## src/rtl/bird_pkg.sv

```systemverilog
// Shared types and default parameters for the bird vertical-motion block.
package bird_pkg;

  typedef enum logic [1:0] {
    IDLE   = 2'd0,
    FLYING = 2'd1,
    DEAD   = 2'd2
  } bird_state_t;

  localparam int BIRD_ROWS = 16;
  localparam int START_ROW = 7;
  localparam int FLAP_UP   = 2;
  localparam int MAX_FALL  = 2;

  function automatic int row_w(input int rows);
    return $clog2(rows);
  endfunction

  localparam int ROW_W = row_w(BIRD_ROWS);

endpackage

```

## src/rtl/bird_physics.sv

```systemverilog
// Bird vertical motion per game tick: gravity, flap lift, ceiling clamp, ground/pipe death.
// Latency: one cycle from any qualifying input to row/state outputs.
// Backpressure: none; every enable strobe is a tick and is always accepted.
module bird_physics
  import bird_pkg::*;
#(
  parameter int ROWS      = BIRD_ROWS,
  parameter int START_ROW = bird_pkg::START_ROW,
  parameter int FLAP_UP   = bird_pkg::FLAP_UP,
  parameter int MAX_FALL  = bird_pkg::MAX_FALL
) (
  input  logic                    clk_in,
  input  logic                    reset,
  input  logic                    enable,
  input  logic                    flap,
  input  logic                    restart,
  input  logic [ROWS-1:0]         pipe_col,
  output logic [$clog2(ROWS)-1:0] row,
  output logic [ROWS-1:0]         bird_mask,
  output logic                    playing,
  output logic                    game_over
);

  localparam int RW = row_w(ROWS);

  // One extra bit so row + fall_speed cannot wrap before the ground test.
  localparam logic [RW:0]   FLAP_X  = (RW+1)'(FLAP_UP);
  localparam logic [RW:0]   MAXF_X  = (RW+1)'(MAX_FALL);
  localparam logic [RW:0]   LAST_X  = (RW+1)'(ROWS-1);
  localparam logic [RW:0]   ONE_X   = (RW+1)'(1);
  localparam logic [RW-1:0] LAST_R  = RW'(ROWS-1);
  localparam logic [RW-1:0] START_R = RW'(START_ROW);

  bird_state_t   state;
  logic          flap_pending;
  logic [RW:0]   fall_speed;
  logic [RW:0]   row_ext;
  logic [RW:0]   up_ext;
  logic [RW:0]   down_ext;
  logic [RW:0]   next_ext;
  logic [RW:0]   fall_next;
  logic          use_flap;
  logic          hit;

  assign hit = pipe_col[row];

  always_comb begin
    row_ext   = {1'b0, row};
    up_ext    = (row_ext > FLAP_X) ? row_ext - FLAP_X : '0;
    down_ext  = row_ext + fall_speed;
    use_flap  = flap_pending | flap;
    next_ext  = use_flap ? up_ext : down_ext;
    fall_next = use_flap ? ONE_X
              : ((fall_speed >= MAXF_X) ? MAXF_X : fall_speed + ONE_X);
  end

  always_ff @(posedge clk_in) begin
    if (reset) begin
      state        <= IDLE;
      row          <= START_R;
      fall_speed   <= ONE_X;
      flap_pending <= 1'b0;
    end else begin
      case (state)
        IDLE: begin
          if (flap) begin
            state        <= FLYING;
            fall_speed   <= ONE_X;
            flap_pending <= 1'b0;
          end
        end
        FLYING: begin
          // Collision wins over a same-cycle tick: row stays where it was hit.
          if (hit) begin
            state        <= DEAD;
            flap_pending <= 1'b0;
          end else if (enable) begin
            flap_pending <= 1'b0;
            fall_speed   <= fall_next;
            if (next_ext >= LAST_X) begin
              row   <= LAST_R;
              state <= DEAD;
            end else begin
              row <= next_ext[RW-1:0];
            end
          end else if (flap) begin
            flap_pending <= 1'b1;
          end
        end
        DEAD: begin
          if (restart) begin
            state        <= IDLE;
            row          <= START_R;
            fall_speed   <= ONE_X;
            flap_pending <= 1'b0;
          end
        end
        default: state <= IDLE;
      endcase
    end
  end

  assign bird_mask = ROWS'(1) << row;
  assign playing   = (state == FLYING);
  assign game_over = (state == DEAD);

endmodule

```

## config.mk

```make
export PLATFORM = sky130hd
export DESIGN_NAME = bird_physics
export DESIGN_NICKNAME = d
export VERILOG_FILES = /design/src/rtl/bird_pkg.sv /design/src/rtl/bird_physics.sv
export SDC_FILE = /design/constraint.sdc
export NUM_CORES = 1
export LEC_CHECK = 0
export CAP_MARGIN = 10
export CORE_MARGIN = 2
export CORE_UTILIZATION = 48
export CTS_CLUSTER_SIZE = 40
export DETAILED_ROUTE_END_ITERATION = 16
export PLACE_DENSITY = 0.81
export SLEW_MARGIN = 20
export SYNTH_ARGS = -nofsm -noshare
export SYNTH_HDL_FRONTEND = slang
export SYNTH_SLANG_ARGS = --single-unit
```

## constraint.sdc

```tcl
create_clock -name clk_in -period 4.2 [get_ports clk_in]
set_clock_uncertainty 0.15 [all_clocks]
set_input_delay 1.26 -clock clk_in [delete_from_list [all_inputs] [get_ports clk_in]]
set_output_delay 1.26 -clock clk_in [all_outputs]
set_load 0.01 [all_outputs]
```

==> impl_metrics.xml, run 1 <==
<?xml version="1.0" encoding="UTF-8"?>
<metrics>
  <group name="floorplanning">
    <metric name="num_io_pins" unit="">43</metric>
    <metric name="die-area" unit="mm2">0.00289</metric>
    <metric name="fp.dieH" unit="um">53.8</metric>
    <metric name="rows" unit="">18</metric>
    <metric name="floorplan.core_area" unit="mm2">0.00241</metric>
    <metric name="initial_core_util" unit="">0.494</metric>
    <metric name="die-width" unit="um">53.8</metric>
  </group>
  <group name="logic_synthesis">
    <metric name="postSynthRegisterBits" unit="">12</metric>
    <metric name="synthCells" unit="">150</metric>
    <metric name="compound_cell_area_share_of_the_yosys_netlist" unit="">0.155</metric>
    <metric name="netlist.top_cell.by_area" unit="">sky130_fd_sc_hd__dfxtp_1</metric>
    <metric name="ys.warnings.count" unit="">0</metric>
    <metric name="synth.area.mux_share" unit="">0.178</metric>
    <metric name="synth.top_cells.by_count" unit="">sky130_fd_sc_hd__nor2_1, sky130_fd_sc_hd__nand2_1, sky130_fd_sc_hd__mux2i_1</metric>
    <metric name="synth_top_family_by_area" unit="">simple AND/OR/NAND/NOR gates</metric>
    <metric name="yosysMostFrequentCell" unit="">sky130_fd_sc_hd__nor2_1</metric>
    <metric name="synth.top_cells.by_area" unit="">sky130_fd_sc_hd__dfxtp_1, sky130_fd_sc_hd__mux2i_1, sky130_fd_sc_hd__ha_1, sky130_fd_sc_hd__nor2_1, sky130_fd_sc_hd__nand2_1</metric>
    <metric name="synth_edf_count" unit="">0</metric>
    <metric name="ys_dominant_reg_cell" unit="">sky130_fd_sc_hd__dfxtp_1</metric>
    <metric name="async_flop_share" unit="">0</metric>
    <metric name="post_synth_instance_area" unit="mm2">0.00119</metric>
    <metric name="yosys.area_share.xor_xnor" unit="">0.0147</metric>
    <metric name="synth-adder-area-share" unit="">0.111</metric>
    <metric name="synth_fp_nets" unit="">181</metric>
    <metric name="mean_syn_cell_area" unit="um2">7.93</metric>
    <metric name="synthDistinctLibCells" unit="">47</metric>
    <metric name="synth.top_cell.area_share" unit="">0.202</metric>
    <metric name="portion_of_the_post_synthesis_area_used_by_sequential_elements" unit="">0.202</metric>
    <metric name="yosys.area_share.simple" unit="">0.278</metric>
  </group>
  <group name="timing">
    <metric name="grt_setup_unrepaired" unit="">no</metric>
    <metric name="final_hold_viol_count" unit="">0</metric>
    <metric name="final_worst_path_cycle_share" unit="">0.801</metric>
    <metric name="post-route-min-period" unit="ps">3360</metric>
    <metric name="slew_headroom" unit="">0.669</metric>
    <metric name="timing.final.max_slew_violations" unit="">0</metric>
    <metric name="fmax" unit="GHz">0.297</metric>
    <metric name="setup_viol" unit="">0</metric>
    <metric name="finalHoldWorstSlack" unit="ps">345</metric>
    <metric name="timing_worst_slew_pin_value" unit="ps">491</metric>
    <metric name="finalSetupTns" unit="ps">0</metric>
  </group>
  <group name="clock_network">
    <metric name="cts_max_path_buffers" unit="">2</metric>
    <metric name="worstSkewPairLatency" unit="ps">280</metric>
    <metric name="cts_inserted_buffers" unit="">3</metric>
    <metric name="post_cts_clock_slew_at_the_launch_and_capture_registers_of_the_worst_setup_and_hold_paths" unit="ps">70</metric>
    <metric name="cts_post_setup_buffers_inserted" unit="">0</metric>
    <metric name="tritoncts_num_sinks" unit="">12</metric>
    <metric name="postCtsHoldBufs" unit="">0</metric>
    <metric name="tritoncts" unit="">yes</metric>
    <metric name="cts_root_cell" unit="">sky130_fd_sc_hd__clkbuf_4</metric>
    <metric name="cts.repair.resized" unit="">0</metric>
    <metric name="cts_htree_levels" unit="">1</metric>
  </group>
  <group name="pwr">
    <metric name="power.switching_fraction" unit="">0.346</metric>
    <metric name="reg_power_frac" unit="">0.336</metric>
    <metric name="pwr-share-clk" unit="">0.238</metric>
    <metric name="pwr_per_cell_area" unit="mW/mm2">239</metric>
    <metric name="internal-power" unit="W">0.000258</metric>
    <metric name="combPwrFrac" unit="">0.427</metric>
    <metric name="max-vdd-ir-drop" unit="V">0.000203</metric>
    <metric name="power_switching" unit="W">0.000137</metric>
    <metric name="cellLeakagePower" unit="nW">0.737</metric>
  </group>
  <group name="worst_hold_path">
    <metric name="holdCritPathClass" unit="">reg2reg</metric>
    <metric name="timing.hold.worst.start" unit="">fall_speed[3]$_SDFFE_PP0P_</metric>
  </group>
  <group name="critical_path">
    <metric name="worst_setup_path_end_kind" unit="">output port</metric>
    <metric name="critPathLaunch" unit="">row[3]$_SDFFE_PP0P_</metric>
    <metric name="regToRegStartpoint" unit="">row[0]$_SDFFE_PP1P_</metric>
    <metric name="worst-setup-path-type" unit="">reg2out</metric>
    <metric name="worst_ep_required_time" unit="ps">2790</metric>
    <metric name="timing.critical_path.arrival" unit="ps">1950</metric>
    <metric name="cp-start-kind" unit="">flop</metric>
    <metric name="critPathMaxFanout" unit="">10</metric>
  </group>
  <group name="global_routing">
    <metric name="grt_resource_usage_total" unit="">0.239</metric>
    <metric name="grt_first_pass_wirelength" unit="um">4970</metric>
    <metric name="first_global_vias" unit="">1144</metric>
    <metric name="antenna_violations_before_repair" unit="">0</metric>
    <metric name="largest_net_degree_at_the_start_of_global_routing" unit="">14</metric>
    <metric name="grt_overflow" unit="">0</metric>
  </group>
  <group name="detailed_routing">
    <metric name="drtPass1Iterations" unit="">4</metric>
    <metric name="drt.antenna.violating_nets" unit="">0</metric>
    <metric name="drt-initial-drc-count" unit="">44</metric>
    <metric name="drc" unit="">0</metric>
    <metric name="route.final.wire_length" unit="um">3350</metric>
    <metric name="avgViaCountPerCell" unit="">5.93</metric>
    <metric name="drt-wirelength-per-cell" unit="um">15.2</metric>
    <metric name="dr_total_vias" unit="">1304</metric>
  </group>
  <group name="layout">
    <metric name="ratio_of_cells_with_drive_above_1_in_the_final_layout" unit="">0.0737</metric>
    <metric name="antenna_cells" unit="">0</metric>
    <metric name="final_net_count" unit="">222</metric>
    <metric name="area_growth_from_synthesis_to_layout" unit="%">39.1</metric>
    <metric name="finish.utilization" unit="">0.687</metric>
  </group>
  <group name="placed_design">
    <metric name="dpl.hpwl" unit="um">2660</metric>
    <metric name="portBuffers" unit="">42</metric>
    <metric name="gp_congestion" unit="">0.871</metric>
  </group>
  <group name="flow_run">
    <metric name="max_cap_violations" unit="">0</metric>
  </group>
  <group name="status">
    <metric name="outcome" unit="">finished, final reports clean</metric>
  </group>
</metrics>
==> per-layer routing <==
metal	vias to the layer above	wire length [um]	global-route usage
met4	0	91	0.0940
met1	594	1360	0.296
met3	15	256	0.0194
li1	632	-	-
met2	63	1640	0.425
met5	-	0	0
==> metrics by stage <==
stage,std cells,worst slack (ps),total power (W),area [um2]
finish,220,837,0.000395,1660
floorplan,150,1450,0.000240,1190
global route,220,735,0.000418,1660
global placement,216,924,0.000297,1620
CTS,220,831,0.000396,1660
detailed placement,216,894,0.000301,1620
==> worst max-delay path: stages, from the launching register on <==
cell and delay (ps):
sky130_fd_sc_hd__dfxtp_1 570, sky130_fd_sc_hd__clkinv_1 310, sky130_fd_sc_hd__nand3_1 240, sky130_fd_sc_hd__nor2_1 70, sky130_fd_sc_hd__clkdlybuf4s50_1 480
==> power by group through the flow <==
stage	clock (W)	sequential, W	combinational (W)
final	0.0000938	0.000133	0.000168
after global routing	0.0000995	0.000134	0.000184
after CTS	0.0000965	0.000132	0.000167
after detailed placement	0	0.000135	0.000166
after global placement	0	0.000135	0.000162
after floorplan	0	0.000131	0.000109
==> cell type report <==
cell class	instances	area (um2)
tap	30	37.5
sequential	12	240
inverter	10	37.5
multi-input combinational	121	876
clock buffer	4	36.3
timing repair buffer	43	428
fill	197	754
==> flip-flops by register name, summed over array words and instances, names as in the netlist <==
signal and count:
fall_speed 5, flap_pending 1, row 4, state 2
==> path summary, 6_finish.rpt <==
path	to	slack [ps]	cells past startpoint
hold reg to reg	fall_speed[3]$_SDFFE_PP0P_	340	1
hold / removal	fall_speed[3]$_SDFFE_PP0P_	340	1
setup / recovery	bird_mask[0]	840	4
setup reg to reg	row[1]$_SDFFE_PP1P_	1340	9
==> cells in the final DEF, fill, tap and decap left out, types with 2 or more instances in the layout <==
master	instances
sky130_fd_sc_hd__clkdlybuf4s50_1	42
sky130_fd_sc_hd__nor2_1	21
sky130_fd_sc_hd__nand2_1	15
sky130_fd_sc_hd__mux2i_1	14
sky130_fd_sc_hd__dfxtp_1	12
sky130_fd_sc_hd__ha_1	9
sky130_fd_sc_hd__inv_1	8
sky130_fd_sc_hd__nor3_1	8
sky130_fd_sc_hd__nand3_1	4
sky130_fd_sc_hd__a211oi_1	4
sky130_fd_sc_hd__nand2b_1	3
sky130_fd_sc_hd__nand4_1	3
sky130_fd_sc_hd__nor3b_1	3
sky130_fd_sc_hd__clkbuf_4	3
sky130_fd_sc_hd__nor2b_1	2
sky130_fd_sc_hd__nand3b_1	2
sky130_fd_sc_hd__o21ai_0	2
sky130_fd_sc_hd__mux4_2	2
sky130_fd_sc_hd__or2_2	2
sky130_fd_sc_hd__a2111oi_0	2
sky130_fd_sc_hd__a21oi_1	2
==> logic make-up after synthesis <==
logic type | after synthesis
compound gates | 23
simple gates | 68
flops | 12
mux | 18
buf+inv | 17
fa+ha+maj | 10
xor+xnor | 2
(Power assumes the default switching activity.)
==> run 2, diff against run 1 <==
--- a/config.mk
+++ b/config.mk
@@ -7,10 +7,10 @@
 export LEC_CHECK = 0
 export CAP_MARGIN = 10
 export CORE_MARGIN = 2
-export CORE_UTILIZATION = 48
+export CORE_UTILIZATION = 40
 export CTS_CLUSTER_SIZE = 40
 export DETAILED_ROUTE_END_ITERATION = 16
-export PLACE_DENSITY = 0.81
+export PLACE_DENSITY = 0.72
 export SLEW_MARGIN = 20
 export SYNTH_ARGS = -nofsm -noshare
 export SYNTH_HDL_FRONTEND = slang
==> constraint.sdc (replaced) <==
create_clock -name clk_in -period 3 [get_ports clk_in]
set_clock_uncertainty 0.15 [all_clocks]
set_input_delay 0.9 -clock clk_in [delete_from_list [all_inputs] [get_ports clk_in]]
set_output_delay 0.9 -clock clk_in [all_outputs]
set_load 0.01 [all_outputs]
==> run 2 against run 1 <==
  * Power is 34% higher
  * Largest power group unchanged
  * Largest cell class unchanged
  * Register-to-register slack worse by 1200 ps
  * Cell count is 2.3% higher
  * Combinational power is 45% higher
  * Wire length is 4.0% higher
==> impl_metrics.xml, run 2 (synthesis results as in run 1) <==
<?xml version="1.0" encoding="UTF-8"?>
<metrics>
  <group name="status">
    <metric name="outcome" unit="">finished, final reports clean</metric>
  </group>
  <group name="critical_path">
    <metric name="path_cells" unit="">ha_1, inv_1, fa_1, nand2b_1, o2bb2ai_1, xnor2_1, a2111oi_0, mux2i_1</metric>
    <metric name="critical_path.top_delay_family" unit="">compound AO/OA/AOI/OAI gates</metric>
    <metric name="r2r_cells" unit="">8</metric>
    <metric name="cp_slowest_stage_delay" unit="ps">620</metric>
    <metric name="worst-setup-path-type" unit="">reg2reg</metric>
    <metric name="worstPathBufferInverterCount" unit="">1</metric>
    <metric name="worst_ep_required_time" unit="ps">2990</metric>
    <metric name="timing.critical_path.arrival" unit="ps">2840</metric>
    <metric name="worst_setup_path_end_kind" unit="">flop</metric>
    <metric name="worst-path-stages" unit="">8</metric>
    <metric name="critPathMaxFanout" unit="">13</metric>
    <metric name="cpMaxStageDelayCell" unit="">sky130_fd_sc_hd__dfxtp_1</metric>
    <metric name="cp-start-kind" unit="">flop</metric>
  </group>
  <group name="detailed_routing">
    <metric name="drtPass1Iterations" unit="">5</metric>
    <metric name="route.final.wire_length" unit="um">3480</metric>
    <metric name="avgViaCountPerCell" unit="">5.79</metric>
    <metric name="met2_routed_wirelength" unit="um">1750</metric>
    <metric name="drt-wirelength-per-cell" unit="um">15.5</metric>
    <metric name="top_signal_layer_used" unit="">met4</metric>
    <metric name="dr_total_vias" unit="">1303</metric>
    <metric name="route.layer.met1.wl" unit="um">1490</metric>
    <metric name="met3RoutedLength" unit="um">219</metric>
    <metric name="drt.antenna.violating_nets" unit="">0</metric>
    <metric name="drc" unit="">0</metric>
    <metric name="drt-initial-drc-count" unit="">45</metric>
  </group>
  <group name="placed_design">
    <metric name="portBuffers" unit="">42</metric>
    <metric name="dpl.hpwl" unit="um">2840</metric>
    <metric name="placed_area" unit="mm2">0.00166</metric>
    <metric name="gp_congestion" unit="">0.897</metric>
  </group>
  <group name="layout">
    <metric name="area_growth_from_synthesis_to_layout" unit="%">41.3</metric>
    <metric name="ratio_of_cells_with_drive_above_1_in_the_final_layout" unit="">0.0979</metric>
    <metric name="layout.cells.most_common_list" unit="">sky130_fd_sc_hd__clkdlybuf4s50_1, sky130_fd_sc_hd__nor2_1, sky130_fd_sc_hd__nand2_1, sky130_fd_sc_hd__mux2i_1, sky130_fd_sc_hd__dfxtp_1</metric>
    <metric name="largest_reg_flops" unit="">5</metric>
    <metric name="final_net_count" unit="">227</metric>
    <metric name="max_flop_register" unit="">fall_speed</metric>
    <metric name="most_frequent_standard_cell_in_the_layout_excluding_fill_and_tap_cells" unit="">sky130_fd_sc_hd__clkdlybuf4s50_1</metric>
    <metric name="finish.utilization" unit="">0.605</metric>
    <metric name="layout_top_registers" unit="">fall_speed x5, row x4, state x2</metric>
    <metric name="antenna_cells" unit="">0</metric>
    <metric name="finish.instance_area" unit="mm2">0.00168</metric>
  </group>
  <group name="timing">
    <metric name="grt_setup_unrepaired" unit="">no</metric>
    <metric name="post-route-min-period" unit="ps">2850</metric>
    <metric name="finalSetupTns" unit="ps">0</metric>
    <metric name="final_hold_viol_count" unit="">0</metric>
    <metric name="timing_worst_slew_pin_value" unit="ps">513</metric>
    <metric name="setup_viol" unit="">0</metric>
    <metric name="slew_headroom" unit="">0.649</metric>
    <metric name="fmax" unit="GHz">0.351</metric>
    <metric name="final_worst_path_cycle_share" unit="">0.951</metric>
    <metric name="timing.final.max_slew_violations" unit="">0</metric>
    <metric name="finalHoldWorstSlack" unit="ps">342</metric>
  </group>
  <group name="worst_hold_path">
    <metric name="holdCritPathClass" unit="">reg2reg</metric>
    <metric name="hold_path_depth" unit="">2</metric>
  </group>
  <group name="floorplanning">
    <metric name="floorplan.core_area" unit="mm2">0.00278</metric>
    <metric name="rows" unit="">19</metric>
    <metric name="die-area" unit="mm2">0.00343</metric>
    <metric name="num_io_pins" unit="">43</metric>
    <metric name="die-width" unit="um">58.5</metric>
    <metric name="fp.dieH" unit="um">58.5</metric>
    <metric name="initial_core_util" unit="">0.428</metric>
  </group>
  <group name="flow_run">
    <metric name="max_cap_violations" unit="">0</metric>
  </group>
  <group name="clock_network">
    <metric name="postCtsHoldBufs" unit="">0</metric>
    <metric name="tritoncts_num_sinks" unit="">12</metric>
    <metric name="cts_htree_levels" unit="">1</metric>
    <metric name="worstSkewPairLatency" unit="ps">280</metric>
    <metric name="cts_post_setup_buffers_inserted" unit="">0</metric>
    <metric name="post_cts_clock_slew_at_the_launch_and_capture_registers_of_the_worst_setup_and_hold_paths" unit="ps">70</metric>
    <metric name="cts.repair.resized" unit="">0</metric>
    <metric name="cts_inserted_buffers" unit="">3</metric>
    <metric name="cts_max_path_buffers" unit="">2</metric>
    <metric name="tritoncts" unit="">yes</metric>
    <metric name="cts_root_cell" unit="">sky130_fd_sc_hd__clkbuf_4</metric>
  </group>
  <group name="pwr">
    <metric name="max-vdd-ir-drop" unit="V">0.000417</metric>
    <metric name="pwr_per_cell_area" unit="mW/mm2">315</metric>
    <metric name="cellLeakagePower" unit="nW">0.754</metric>
  </group>
  <group name="global_routing">
    <metric name="grt_first_pass_wirelength" unit="um">5540</metric>
    <metric name="largest_net_degree_at_the_start_of_global_routing" unit="">14</metric>
    <metric name="antenna_violations_before_repair" unit="">0</metric>
    <metric name="grt_overflow" unit="">0</metric>
    <metric name="first_global_vias" unit="">1234</metric>
    <metric name="grt_resource_usage_total" unit="">0.210</metric>
  </group>
</metrics>
run 2: changes by cell type in the layout (fill, tap and decap cells not counted):
cell and delta:
sky130_fd_sc_hd__dfxtp_1 -1, sky130_fd_sc_hd__clkbuf_8 -1, sky130_fd_sc_hd__dfxtp_2 +1, sky130_fd_sc_hd__buf_4 +5
run 2: worst paths after layout:
kind	start	to	slack, ps
setup / recovery	row[0]$_SDFFE_PP1P_	row[0]$_SDFFE_PP1P_	150
hold / removal	fall_speed[2]$_SDFFE_PP0P_	fall_speed[2]$_SDFFE_PP0P_	340
setup reg to reg	row[0]$_SDFFE_PP1P_	row[0]$_SDFFE_PP1P_	150
hold reg to reg	fall_speed[2]$_SDFFE_PP0P_	fall_speed[2]$_SDFFE_PP0P_	340
run 2: final cells by class:
| cell class | instances | area (um2) |
|---|---|---|
| clock buffer | 3 | 22.5 |
| sequential | 12 | 241 |
| inverter | 10 | 37.5 |
| fill | 267 | 1100 |
| timing repair buffer | 48 | 465 |
| tap | 31 | 38.8 |
| multi-input combinational | 121 | 876 |
run 2: report_power, final:
part	leakage [nW]	switching (W)	internal [W]	total [W]
clock	0.0138	0.0000531	0.0000465	0.0000997
sequential	0.0981	0.0000182	0.000169	0.000187
combinational	0.642	0.000118	0.000125	0.000243
total	0.754	0.000190	0.000340	0.000530
run 2: per-layer routing:
layer / track usage / up-vias
li1: - / 638
met1: 0.255 / 613
met2: 0.368 / 48
met3: 0.0527 / 4
met4: 0.0532 / 0
met5: 0 / -
run 2: through the flow:
step                cells  power [W]  setup WS (ps)
floorplan             150   0.000336            612
global placement      222   0.000423            112
detailed placement    222   0.000432           55.7
CTS                   225   0.000531            121
global route          225   0.000566           28.9
finish                225   0.000530            148
run 2: worst reg2reg max path, delay by kind of cell, from the launching register on:
| family | cells | cell delay, ps |
|---|---|---|
| mux | 1 | 150 |
| buf+inv | 1 | 60 |
| fa+ha+maj | 2 | 640 |
| flops | 1 | 620 |
| compound gates | 2 | 740 |
| xor+xnor | 1 | 200 |
| simple gates | 1 | 160 |
==> patch, RTL diff (settings of run 2) <==
`BIRD_ROWS`: 16 -> 32.
--- a/src/rtl/bird_pkg.sv
+++ b/src/rtl/bird_pkg.sv
@@ -8,5 +8,5 @@
   } bird_state_t;
 
-  localparam int BIRD_ROWS = 16;
+  localparam int BIRD_ROWS = 32;
   localparam int START_ROW = 7;
   localparam int FLAP_UP   = 2;
Ports: changed (resized bird_mask, pipe_col and row); port bits go from 43 to 76. The function was not compared with the original's and may differ.
==> patch against run 2 <==
- worst setup slack got worse by 24 ps
- global-route usage rose by 1.9 points
- combinational power rose to 6.0 times the old value
- critical path depth fell by 4
- sequential power rose by 78%
- fmax fell by 0.85%
- cell area rose by 55%
- worst hold slack improved by 19 ps
- wire length rose by 59%
- power rose to 3.7 times the old value
- area after synthesis rose by 44%
- largest cell class unchanged
- non-clock buffer count rose by 40
- die area rose by 40%
- sequential cell count rose by 2
==> patch: results <==
metrics = {
    "detailed_routing": {
        "initialDrtViolationCount": 90,
        "post_drt_via_cell_ratio": 5.436,
        "routedWlPerCell_um": 15.48,
    },
    "cells_and_area": {
        "top_flop_regs": "fall_speed (6), row (5), state (2)",
        "drive_above_1_share_pct": 11.04,
        "fillerInstances": 363,
        "n_clock_buffer": 4,
        "count_of_plain_and_timing_repair_buffers_in_the_layout": 88,
        "n_sequential_cell": 14,
        "nMultiInputCombCells": 191,
    },
    "placement": {
        "detailed_placement_wirelength_estimate_mm": 4.583,
        "place_ws_ps": -59.09,
        "dp.cells": 354,
        "port-buffer-count": 75,
    },
    "worst_setup_path": {
        "worst-path-max-fanout": 7,
        "cell_type_of_the_slowest_stage_on_the_worst_timing_path": "sky130_fd_sc_hd__clkdlybuf4s50_1",
        "slowest_delay_ps": 580,
    },
    "pwr": {
        "static-leakage-power_nw": 1.160,
        "p_sw_share_pct": 46.50,
    },
    "die": {
        "chipWidth_um": 69.37,
    },
    "status": {
        "outcome": "finished, final reports clean",
    },
    "logic_synthesis": {
        "syn_avg_cell_area_um2": 7.463,
        "number_of_distinct_library_cells_after_synthesis": 54,
    },
    "global_route": {
        "grt_start_max_net_pins": 17,
        "first_global_vias": 1842,
    },
    "cts": {
        "clockRootBuffer": "sky130_fd_sc_hd__clkbuf_8",
    },
}
[patch: cell count changes in the layout (fill, tap and decap cells not counted), sizes merged, moves of 4 or more]
cell                  run 2  this run
clkdlybuf4s50            42        75
nor2                     21        45
a21oi                     2        10
a22oi                     0         7
buf                       6        13
nand2b                    3         9
and2                      0         5
mux2i                    14        19
a211oi                    4         0
ha                        9        13
o21ai                     2         6
[patch: path summary, 6_finish.rpt]
| kind | start | to | slack (ps) | cells past startpoint |
|---|---|---|---|---|
| worst min register to register | fall_speed[4] | fall_speed[4] | 360 | 1 |
| worst min-delay path | fall_speed[4] | fall_speed[4] | 360 | 1 |
| worst max-delay path | row[0] | bird_mask[23] | 120 | 4 |
| worst max register to register | row[0] | state[0] | 310 | 10 |
[patch: kinds of logic (layout without fill, tap and decap cells)]
family	count (synthesis)	count (layout)	share of synthesized area [%]
and+or+nand+nor	108	108	30.75
AOI/OAI and AO/OA	47	47	21.08
buffers and inverters	24	103	7.614
muxes	20	20	12.44
adders and majority gates	14	14	10.69
DFF	14	14	16.40
xor gates and xnor gates	2	2	1.025
[patch: what timing repair did]
item	in CTS	in global routing
hold buffers	0	0
setup buffers	0	0
setup endpoints to repair	0	26
resized for setup	0	6
[patch: power by group through the flow]
stage / clock, mW / sequential [mW] / combinational (mW)
floorplan: 0 / 0.290 / 1.02
global placement: 0 / 0.328 / 1.41
detailed placement: 0 / 0.326 / 1.42
CTS: 0.190 / 0.323 / 1.43
global route: 0.200 / 0.346 / 1.57
finish: 0.188 / 0.333 / 1.45
[patch: critical path: cells and delay by family, from the launching register on]
family	cells	cell delay [ps]
and+or+nand+nor	3	520
buffers and inverters	1	580
DFF	1	470
[patch: per-layer routing]
layer	share of wire, %	vias to the layer above
li1	-	970
met1	45	907
met2	50	59
met3	3.8	10
met4	1.8	0
met5	0	-
